**src/rtl/sfp_mon_pkg.sv**
```systemverilog
// Shared types and helpers for the SFP link monitor.
// Combinational only; no latency, no backpressure.
package sfp_mon_pkg;

    typedef enum logic [1:0] {
        DOWN = 2'd0,
        QUAL = 2'd1,
        UP   = 2'd2
    } link_state_t;

    localparam int LED_LINK = 0;
    localparam int LED_ACT  = 1;

    // Increment that sticks at the all-ones value of a width-bit counter.
    function automatic logic [31:0] sat_inc(input logic [31:0] val, input int unsigned width);
        logic [31:0] max_v;
        max_v = (width >= 32) ? 32'hFFFF_FFFF : ((32'd1 << width) - 32'd1);
        return (val >= max_v) ? max_v : val + 32'd1;
    endfunction

endpackage

```
**src/rtl/sfp_link_chan.sv**
```systemverilog
// One SFP channel: lock debounce FSM, link-up register and saturating good/bad/drop counters.
// link_up one cycle after lock qualifies or drops; counters update every cycle; no backpressure.
module sfp_link_chan
    import sfp_mon_pkg::*;
#(
    parameter int CNT_W        = 16,
    parameter int DEBOUNCE_CYC = 1000000
) (
    input  logic             i_clk,
    input  logic             i_rst_n,
    input  logic             i_lock,
    input  logic             i_rx_good,
    input  logic             i_rx_bad,
    input  logic             i_cnt_clear,
    output logic             o_link_up,
    output logic             o_link_nxt,
    output logic             o_drop,
    output logic [CNT_W-1:0] o_good,
    output logic [CNT_W-1:0] o_bad,
    output logic [CNT_W-1:0] o_drops
);

    localparam int               TMR_W    = $clog2(DEBOUNCE_CYC);
    localparam logic [TMR_W-1:0] TMR_LAST = TMR_W'(DEBOUNCE_CYC - 1);

    link_state_t      r_state;
    logic [TMR_W-1:0] r_timer;
    logic             r_link_up;
    logic [CNT_W-1:0] r_good;
    logic [CNT_W-1:0] r_bad;
    logic [CNT_W-1:0] r_drops;
    logic             w_qual_done;

    assign w_qual_done = (r_state == QUAL) && i_lock && (r_timer == TMR_LAST);
    assign o_drop      = (r_state == UP) && !i_lock;
    // Next-cycle link state, used by the top so the LEDs track link_up without extra lag.
    assign o_link_nxt  = w_qual_done || ((r_state == UP) && i_lock);

    always_ff @(posedge i_clk or negedge i_rst_n) begin
        if (!i_rst_n) begin
            r_state   <= DOWN;
            r_timer   <= '0;
            r_link_up <= 1'b0;
        end else begin
            r_link_up <= o_link_nxt;
            case (r_state)
                DOWN: begin
                    if (i_lock) begin
                        r_state <= QUAL;
                        r_timer <= '0;
                    end
                end
                QUAL: begin
                    if (!i_lock)
                        r_state <= DOWN;
                    else if (r_timer == TMR_LAST)
                        r_state <= UP;
                    else
                        r_timer <= r_timer + 1'b1;
                end
                UP: begin
                    if (!i_lock)
                        r_state <= DOWN;
                end
                default: r_state <= DOWN;
            endcase
        end
    end

    always_ff @(posedge i_clk or negedge i_rst_n) begin
        if (!i_rst_n) begin
            r_good  <= '0;
            r_bad   <= '0;
            r_drops <= '0;
        end else if (i_cnt_clear) begin
            r_good  <= '0;
            r_bad   <= '0;
            r_drops <= '0;
        end else begin
            if (i_rx_good) r_good  <= CNT_W'(sat_inc(32'(r_good), CNT_W));
            if (i_rx_bad)  r_bad   <= CNT_W'(sat_inc(32'(r_bad), CNT_W));
            if (o_drop)    r_drops <= CNT_W'(sat_inc(32'(r_drops), CNT_W));
        end
    end

    assign o_link_up = r_link_up;
    assign o_good    = r_good;
    assign o_bad     = r_bad;
    assign o_drops   = r_drops;

endmodule

```
**src/rtl/sfp_link_monitor.sv**
```systemverilog
// Multi-channel SFP link supervisor: per-channel link qualification, counter read port, status LEDs.
// Read data one cycle after rd_req, LEDs one cycle after their causes; no backpressure.
module sfp_link_monitor
    import sfp_mon_pkg::*;
#(
    parameter int SFP_COUNT       = 1,
    parameter int CNT_W           = 16,
    parameter int DEBOUNCE_CYC    = 1000000,
    parameter int BLINK_CYC       = 25000000,
    parameter int ACT_STRETCH_CYC = 5000000,
    parameter int CHAN_W          = $clog2(SFP_COUNT > 1 ? SFP_COUNT : 2)
) (
    input  logic                 sysclk_100m,
    input  logic                 sys_reset_n,
    input  logic [SFP_COUNT-1:0] sfp_block_lock,
    input  logic [SFP_COUNT-1:0] sfp_rx_good,
    input  logic [SFP_COUNT-1:0] sfp_rx_bad,
    input  logic                 cnt_clear,
    input  logic                 rd_req,
    input  logic [CHAN_W-1:0]    rd_chan,
    output logic                 rd_ack,
    output logic [CNT_W-1:0]     rd_good,
    output logic [CNT_W-1:0]     rd_bad,
    output logic [CNT_W-1:0]     rd_drops,
    output logic                 rd_link_up,
    output logic [SFP_COUNT-1:0] link_up,
    output logic [1:0]           sleds
);

    localparam int                BL_W    = $clog2(BLINK_CYC + 1);
    localparam logic [BL_W-1:0]   BL_LAST = BL_W'(BLINK_CYC - 1);
    localparam int                ST_W    = $clog2(ACT_STRETCH_CYC + 1);
    localparam logic [ST_W-1:0]   ST_LOAD = ST_W'(ACT_STRETCH_CYC);
    localparam logic [CHAN_W:0]   N_CHAN  = (CHAN_W + 1)'(SFP_COUNT);

    logic [SFP_COUNT-1:0]            w_link_up;
    logic [SFP_COUNT-1:0]            w_link_nxt;
    logic [SFP_COUNT-1:0]            w_drop;
    logic [SFP_COUNT-1:0][CNT_W-1:0] w_good;
    logic [SFP_COUNT-1:0][CNT_W-1:0] w_bad;
    logic [SFP_COUNT-1:0][CNT_W-1:0] w_drops;

    for (genvar g = 0; g < SFP_COUNT; g++) begin : g_chan
        sfp_link_chan #(
            .CNT_W        (CNT_W),
            .DEBOUNCE_CYC (DEBOUNCE_CYC)
        ) u_chan (
            .i_clk       (sysclk_100m),
            .i_rst_n     (sys_reset_n),
            .i_lock      (sfp_block_lock[g]),
            .i_rx_good   (sfp_rx_good[g]),
            .i_rx_bad    (sfp_rx_bad[g]),
            .i_cnt_clear (cnt_clear),
            .o_link_up   (w_link_up[g]),
            .o_link_nxt  (w_link_nxt[g]),
            .o_drop      (w_drop[g]),
            .o_good      (w_good[g]),
            .o_bad       (w_bad[g]),
            .o_drops     (w_drops[g])
        );
    end

    logic             r_rd_ack;
    logic [CNT_W-1:0] r_rd_good;
    logic [CNT_W-1:0] r_rd_bad;
    logic [CNT_W-1:0] r_rd_drops;
    logic             r_rd_link;
    logic [BL_W-1:0]  r_blink_cnt;
    logic             r_phase;
    logic [ST_W-1:0]  r_stretch;
    logic             r_err;
    logic [1:0]       r_sleds;

    logic             w_chan_ok;
    logic             w_phase_nxt;
    logic [ST_W-1:0]  w_stretch_nxt;
    logic             w_err_nxt;
    logic [1:0]       w_sleds_nxt;

    assign w_chan_ok = ({1'b0, rd_chan} < N_CHAN);

    // Captures pre-update counter values; out-of-range channels read as zero.
    always_ff @(posedge sysclk_100m or negedge sys_reset_n) begin
        if (!sys_reset_n) begin
            r_rd_ack   <= 1'b0;
            r_rd_good  <= '0;
            r_rd_bad   <= '0;
            r_rd_drops <= '0;
            r_rd_link  <= 1'b0;
        end else begin
            r_rd_ack <= rd_req;
            if (rd_req) begin
                r_rd_good  <= w_chan_ok ? w_good[rd_chan]    : '0;
                r_rd_bad   <= w_chan_ok ? w_bad[rd_chan]     : '0;
                r_rd_drops <= w_chan_ok ? w_drops[rd_chan]   : '0;
                r_rd_link  <= w_chan_ok ? w_link_up[rd_chan] : 1'b0;
            end
        end
    end

    always_comb begin
        w_phase_nxt   = (r_blink_cnt == BL_LAST) ? ~r_phase : r_phase;
        w_stretch_nxt = r_stretch;
        if (|sfp_rx_good)
            w_stretch_nxt = ST_LOAD;
        else if (r_stretch != '0)
            w_stretch_nxt = r_stretch - 1'b1;
        w_err_nxt = cnt_clear ? 1'b0 : (r_err | (|sfp_rx_bad) | (|w_drop));
        w_sleds_nxt = '0;
        if (&w_link_nxt)
            w_sleds_nxt[LED_LINK] = 1'b1;
        else if (|w_link_nxt)
            w_sleds_nxt[LED_LINK] = w_phase_nxt;
        w_sleds_nxt[LED_ACT] = w_err_nxt ? w_phase_nxt : (w_stretch_nxt != '0);
    end

    always_ff @(posedge sysclk_100m or negedge sys_reset_n) begin
        if (!sys_reset_n) begin
            r_blink_cnt <= '0;
            r_phase     <= 1'b0;
            r_stretch   <= '0;
            r_err       <= 1'b0;
            r_sleds     <= '0;
        end else begin
            r_blink_cnt <= (r_blink_cnt == BL_LAST) ? '0 : r_blink_cnt + 1'b1;
            r_phase     <= w_phase_nxt;
            r_stretch   <= w_stretch_nxt;
            r_err       <= w_err_nxt;
            r_sleds     <= w_sleds_nxt;
        end
    end

    assign rd_ack     = r_rd_ack;
    assign rd_good    = r_rd_good;
    assign rd_bad     = r_rd_bad;
    assign rd_drops   = r_rd_drops;
    assign rd_link_up = r_rd_link;
    assign link_up    = w_link_up;
    assign sleds      = r_sleds;

endmodule

```
**config.mk**
```make
export PLATFORM = sky130hd
export DESIGN_NAME = sfp_link_monitor
export DESIGN_NICKNAME = d
export VERILOG_FILES = /design/src/rtl/sfp_mon_pkg.sv /design/src/rtl/sfp_link_chan.sv /design/src/rtl/sfp_link_monitor.sv
export SDC_FILE = /design/constraint.sdc
export NUM_CORES = 1
export LEC_CHECK = 0
export BUFFER_PORTS_ARGS = -buffer_cell sky130_fd_sc_hd__buf_4
export CAP_MARGIN = 20
export CORE_MARGIN = 2
export CORE_UTILIZATION = 47
export DETAILED_ROUTE_END_ITERATION = 10
export GPL_TIMING_DRIVEN = 0
export SYNTH_ARGS = -nofsm -noshare
export SYNTH_HDL_FRONTEND = slang
export SYNTH_SLANG_ARGS = --single-unit
```
**constraint.sdc**
```tcl
create_clock -name sysclk_100m -period 5.6 [get_ports sysclk_100m]
set_input_delay 0 -clock sysclk_100m [delete_from_list [all_inputs] [get_ports sysclk_100m]]
set_output_delay 0 -clock sysclk_100m [all_outputs]
set_load 0.005 [all_outputs]
```
==> results.sh, run 1 <==
export IMPL_seq_area_mm2=0.00430
export IMPL_yosysWarnings=0
export IMPL_async_flop_share_pct=100
export IMPL_grt_usage_pct=20.4
export IMPL_status="complete, no violations"
export IMPL_powerDensity_mw_per_mm2=266
export IMPL_cts_setup_buffers=0
export IMPL_hold_viol=0
export IMPL_clock_sinks=172
export IMPL_cts_resized=0
export IMPL_rsz0062_at_grt="false"
export IMPL_final_cell_mix="dfrtp_1 (172), o21ai_0 (97), nor2_1 (82)"
export IMPL_first_iter_violations=422
export IMPL_avgRoutedWirePerCell_um=15.1
export IMPL_ys_seq_elements=172
export IMPL_max_cap_violations=0
export IMPL_gp_congestion=0.910
export IMPL_syn_nets=934
export IMPL_fin_area_mm2=0.00999
export IMPL_drive_gt1_share_pct=11.5
export IMPL_syn_instance_count=919
export IMPL_grt_max_degree=105
export IMPL_cts_root_buffer="clkbuf_16"
export IMPL_grt_pass1_wl_um=32500
export IMPL_worst_pin_slew_ns=0.851
export IMPL_dieArea_mm2=0.0193
export IMPL_hold_buffers=6
export IMPL_drc=0
export IMPL_clockBufferDepth=2
export IMPL_hold_ws_ns=0.00432
export IMPL_min_to="rd_drops[6]$_DFFE_PN0P_"
export IMPL_num_rows=49
export IMPL_timing_fmax_mhz=348
export IMPL_r2r_start="r_stretch[12]$_DFF_PN0_"
export IMPL_worstHoldStart="rd_chan"
export IMPL_hold_class="input port to flop"
export IMPL_core_area_mm2=0.0179
export IMPL_portBuffers=58
export IMPL_syn_area_mm2=0.00857
export IMPL_final_nets=1019
export IMPL_slew_viol_final=0
export IMPL_cts_tree="done"
export IMPL_placed_cells_incl_taps=1208
export IMPL_die_h_um=139
export IMPL_first_pass_iters=5
export IMPL_vias=6714
export IMPL_dpl_hpwl_um=13200
export IMPL_pin_count=61
export IMPL_viasPerCell=5.39
export IMPL_rrSetupSlack_ns=2.73
export IMPL_critical_path_required_ns=5.88
export IMPL_slew_headroom_pct=42.7
export IMPL_cellLeakagePower_nw=4.21
export IMPL_synth_seq_area_share_pct=50.2
export IMPL_clk_pin_slew_worst_paths_ns=0.07
export IMPL_fillers=1663
export IMPL_h_tree_depth=4
export IMPL_drt_wl_total_um=18800
export IMPL_start_kind="flop"
export IMPL_finalSetupViolations=0
export IMPL_whs_path_depth=3
export IMPL_dpl_instance_area_mm2=0.00933
export IMPL_skew_ns=0.00659
export IMPL_fin_crit_sh_pct=51.2
export IMPL_antenna_cells=0
export IMPL_fin_util_pct=55.8
export IMPL_tns_ns=0
export IMPL_syn_avg_cell_area_um2=9.32
export IMPL_overflow=0
export IMPL_cts_made_buffers=17
export IMPL_die_w_um=139
export IMPL_synthFlopType="dfrtp_1"
export IMPL_synth_edff_count=0
export IMPL_crit_arrival_ns=3.15
export IMPL_stdcell_count=1246
export IMPL_worstPathMaxFanout=7
export IMPL_drtAntennaViolNets=0
export IMPL_min_period_ns=2.87
export IMPL_rr_worst_depth=8
export IMPL_area_growth_pct=16.6
export IMPL_rr_endpoint="sleds[1]$_DFF_PN0_"
export IMPL_layout_commonest_cell="dfrtp_1"
export IMPL_ir_drop_mv=0.195
export IMPL_clock_latency_ns=0.42
export IMPL_antenna_found_initial=0
export IMPL_synth_cell_types=61
export IMPL_endpoint_kind="flop"
export IMPL_start_util_pct=47.9
export IMPL_grt_pass1_vias=6501
export IMPL_multiInputGateArea_mm2=0.00382
export IMPL_critical_path_class="flop to flop"
per-stage QoR:
| step | power (mW) | worst slack [ns] |
|---|---|---|
| 5_1_grt | 2.76 | 2.62 |
| 4_1_cts | 2.69 | 2.70 |
| 3_3_place_gp | 1.48 | 2.75 |
| 2_1_floorplan | 1.41 | 2.92 |
| 6_report | 2.65 | 2.73 |
| 3_5_place_dp | 1.49 | 2.72 |
registers in the layout (all words and copies together), names as in the netlist:
name                   cells
rd_drops                  16
sleds                      2
rd_good                   16
g_chan.u_chan.r_state      2
rd_ack                     1
r_blink_cnt               25
g_chan.u_chan.r_timer     20
rd_bad                    16
rd_link_up                 1
g_chan.u_chan.o_drops     16
r_err                      1
r_phase                    1
g_chan.u_chan.o_bad       16
g_chan.u_chan.o_good      16
r_stretch                 23
synth_stat cells, types with 3 or more instances:
library cell	number	share of area, %
nor4_1	15	1.1
mux2i_1	8	0.93
o21ai_1	4	0.23
clkbuf_1	39	1.7
and4_1	8	0.82
o31ai_1	3	0.26
and2_1	4	0.29
a21oi_1	33	1.9
nor2b_1	12	0.88
xnor2_1	22	2.2
nand3b_1	50	4.4
nand2_1	49	2.1
nor3_1	23	1.3
dfrtp_1	172	50
o21ai_0	97	5.7
nor3b_1	5	0.44
nand4_1	20	1.5
ha_1	7	1.0
and3_1	22	1.6
nor2_1	82	3.6
a31oi_1	12	0.88
or3_1	5	0.37
nand2b_1	6	0.44
a211oi_1	18	1.6
inv_1	67	2.9
or3_2	6	0.53
or2_2	3	0.22
nand3_1	53	3.1
xor2_1	23	2.4
or4_1	9	0.79
critical path: stages (launching register included):
cell and delay (ns):
dfrtp_1 0.37, buf_6 0.13, or4_4 0.50, or4b_1 0.50
nor4_2 0.28, xor2_1 0.12, or4_1 0.51, nor4_1 0.18
a31oi_1 0.14
kinds of logic (layout without fill, tap and decap cells):
family                   Yosys count  after routing  synth area share (%)
AO/OA/AOI/OAI                    186            186                  12.5
multiplexers                       8              8                 0.935
buffers and inverters            112            210                  5.20
adder cells (fa/ha/maj)            7              7                  1.02
flip-flops                       172            172                  50.2
AND/OR/NAND/NOR                  389            389                  25.5
XOR/XNOR                          45             45                  4.60
how the worst max path moves through the flow:
| stage | slack (ns) | end | cells after the start | startpoint |
|---|---|---|---|---|
| 5_1_grt | 2.62 | sleds[1]$_DFF_PN0_ | 8 | r_stretch[12]$_DFF_PN0_ |
| 3_5_place_dp | 2.72 | sleds[1]$_DFF_PN0_ | 8 | r_stretch[12]$_DFF_PN0_ |
| 3_3_place_gp | 2.75 | sleds[1]$_DFF_PN0_ | 8 | r_stretch[12]$_DFF_PN0_ |
| 2_1_floorplan | 2.92 | sleds[1]$_DFF_PN0_ | 8 | r_stretch[12]$_DFF_PN0_ |
| 4_1_cts | 2.70 | sleds[1]$_DFF_PN0_ | 8 | r_stretch[12]$_DFF_PN0_ |
| 6_report | 2.73 | sleds[1]$_DFF_PN0_ | 8 | r_stretch[12]$_DFF_PN0_ |
layer usage:
metal	vias to the layer above	share of wire, %	routed length (µm)	GRT usage (%)
met5	-	0	0	0
met4	0	1.1	205	6.27
met3	14	2.3	427	3.14
met2	78	45	8490	31.1
met1	3192	52	9710	30.1
li1	3430	-	-	-
power breakdown:
group          switching [mW]  total, mW  leakage (nW)  internal, mW
logic                   0.119      0.181          1.60        0.0624
registers              0.0239       1.28          2.33          1.26
clock network           0.483       1.19         0.286         0.706
final cells by class:
cell class              instances  share of cell area, %
plain buffers                  45                   1.94
clock buffers                  23                   4.89
clock inverters                 9                   1.10
inverters                      67                   2.52
multi-input cells             635                   38.2
flip-flops and latches        172                   43.1
well taps                     229                   2.87
repair buffers                 66                   5.36
No activity file was read; power rests on OpenSTA's default activity.
==> inputs of run 2 (changes only) <==
- PLACE_DENSITY: not set -> 0.67
- clock period: 5.6 -> 2.4 ns (I/O delays scaled with it)
==> run 2 against run 1 <==
- the flow now finishes with violations (negative setup slack)
- final area grew 2.8%
- routed wire length grew 2.6%
- sequential share of layout area shrank 1.2 points
- critical path depth shrank 1
- count of clock-buffer cells in the layout shrank 2
- sequential power grew 130%
- final cell count grew 1.3%
- highest routed layer unchanged
==> results.sh, run 2 (same netlist as run 1, synthesis figures left out) <==
export IMPL_num_rows=49
export IMPL_slew_headroom_pct=44.6
export IMPL_start_util_pct=47.9
export IMPL_overflow=0
export IMPL_die_h_um=139
export IMPL_final_cell_mix="dfrtp_1 (171), o21ai_0 (95), nor2_1 (80)"
export IMPL_cellLeakagePower_nw=4.34
export IMPL_finalSetupViolations=1
export IMPL_dieArea_mm2=0.0193
export IMPL_cts_made_buffers=17
export IMPL_h_tree_depth=4
export IMPL_worst_pin_slew_ns=0.823
export IMPL_dpl_instance_area_mm2=0.00933
export IMPL_worstPathMaxFanout=8
export IMPL_skew_ns=0.00941
export IMPL_fillers=1632
export IMPL_drc=0
export IMPL_crit_chain="nor4_1, nand3b_1, nor3_1, xnor2_1, or4b_1, nor4_1, a31oi_1"
export IMPL_max_cap_violations=0
export IMPL_start_kind="flop"
export IMPL_critical_path_class="flop to flop"
export IMPL_antenna_cells=0
export IMPL_grt_pass1_wl_um=32200
export IMPL_drt_wl_total_um=19300
export IMPL_antenna_found_initial=0
export IMPL_reg_largest_list="r_blink_cnt: 25 flops, r_stretch: 23 flops, g_chan.u_chan.r_timer: 20 flops"
export IMPL_placed_cells_incl_taps=1208
export IMPL_ir_drop_mv=0.472
export IMPL_dpl_hpwl_um=13000
export IMPL_critical_path_required_ns=2.70
export IMPL_status="complete, but fails checks"
export IMPL_clock_latency_ns=0.43
export IMPL_avgRoutedWirePerCell_um=15.3
export IMPL_layout_commonest_cell="dfrtp_1"
export IMPL_timing_fmax_mhz=357
export IMPL_top_layer="met4"
export IMPL_violations="negative setup slack"
export IMPL_first_pass_iters=5
export IMPL_clockBufferDepth=2
export IMPL_powerDensity_mw_per_mm2=611
export IMPL_crit_slowest_cell="nor4_1"
export IMPL_hold_viol=0
export IMPL_setup_slack_ns=-0.402
export IMPL_largest_register_ffs=25
export IMPL_first_iter_violations=481
export IMPL_wirelength_met1_um=9230
export IMPL_drive_gt1_share_pct=15.3
export IMPL_gp_congestion=0.913
export IMPL_min_period_ns=2.80
export IMPL_grt_usage_pct=20.2
export IMPL_fin_crit_sh_pct=117
export IMPL_max_flop_register="r_blink_cnt"
export IMPL_pin_count=61
export IMPL_wl_met3_um=662
export IMPL_rsz0062_at_grt="true"
export IMPL_stdcell_count=1262
export IMPL_vias=7017
export IMPL_endpoint_kind="flop"
export IMPL_crit_arrival_ns=3.10
export IMPL_drtAntennaViolNets=0
export IMPL_critPathMaxStageDelay_ns=0.73
export IMPL_clock_sinks=172
export IMPL_clk_pin_slew_worst_paths_ns=0.06
export IMPL_viasPerCell=5.56
export IMPL_grt_max_degree=110
export IMPL_power_mw=6.27
export IMPL_cts_tree="done"
export IMPL_cpMostUsedCell="nor4_1"
export IMPL_crit_buf_inv=0
export IMPL_portBuffers=58
export IMPL_fin_util_pct=57.4
export IMPL_hold_class="input port to flop"
export IMPL_rrSetupSlack_ns=-0.40
export IMPL_dr_wl_met2_um=9150
export IMPL_cts_root_buffer="clkbuf_16"
export IMPL_area_growth_pct=19.8
export IMPL_fin_area_mm2=0.0103
export IMPL_pre_cts_ws_ns=-0.441
export IMPL_path_delay_family="simple AND/OR/NAND/NOR gates"
export IMPL_slew_viol_final=0
export IMPL_final_nets=1035
export IMPL_grt_pass1_vias=6503
export IMPL_die_w_um=139
export IMPL_core_area_mm2=0.0179
[run 2: cell types whose count changed in the layout (fill, tap and decap cells not counted), moves of 3 or more]
cell	change
nor4_2	+3
clkbuf_1	-3
nor4_1	-5
clkbuf_8	-3
buf_4	+15
[run 2: what timing repair did]
action,CTS,global route
setup buffers,5,12
hold endpoints to repair,83,0
setup endpoints to repair,15,51
hold buffers,7,0
resized for setup,3,35
pin swaps,1,15
[run 2: path summary, 6_finish.rpt]
path / startpoint / to / depth (start not counted)
max in group asynchronous: sys_reset_n / g_chan[0].u_chan.o_bad[15]$_DFFE_PN0P_ / 3
worst max-delay path: r_stretch[2]$_DFF_PN0_ / sleds[1]$_DFF_PN0_ / 7
worst min-delay path: rd_chan / rd_bad[12]$_DFFE_PN0P_ / 3
worst max register to register: r_stretch[2]$_DFF_PN0_ / sleds[1]$_DFF_PN0_ / 7
worst min register to register: r_phase$_DFF_PN0_ / r_phase$_DFF_PN0_ / 1
min in group asynchronous: sys_reset_n / r_stretch[13]$_DFF_PN0_ / 2
[run 2: power breakdown]
| group | switching [mW] | internal (mW) | leakage, nW |
|---|---|---|---|
| Sequential | 0.0563 | 2.94 | 2.32 |
| Combinational | 0.293 | 0.179 | 1.74 |
| Clock | 1.14 | 1.66 | 0.279 |
[run 2: worst min-delay path: stages]
cell and delay (ns):
clkbuf_1 0.17, nand3b_1 0.19, o21ai_0 0.07
[run 2: layout make-up]
| cell class | count | area (µm²) | area share, % |
|---|---|---|---|
| clock inverter | 11 | 144 | 1.40 |
| inverter | 67 | 251 | 2.45 |
| multi-input combinational | 635 | 3960 | 38.6 |
| sequential | 172 | 4310 | 41.9 |
| tap | 229 | 287 | 2.79 |
| timing repair buffer | 84 | 677 | 6.59 |
| clock buffer | 21 | 450 | 4.39 |
| buffer | 43 | 193 | 1.88 |
[run 2: per-stage QoR]
step | setup TNS (ns) | hold WS (ns)
floorplan | -0.201 | -0.296
global placement | -1.85 | 0.122
detailed placement | -1.92 | -0.0277
CTS | -0.378 | 0.0306
global route | -0.697 | 0.0886
finish | -0.402 | 0.0419
[run 2: routing by layer]
metal	global-route usage, %	vias to the layer above
met5	0	-
met4	5.69	0
met3	3.76	25
met2	32.0	137
met1	28.7	3415
li1	-	3440
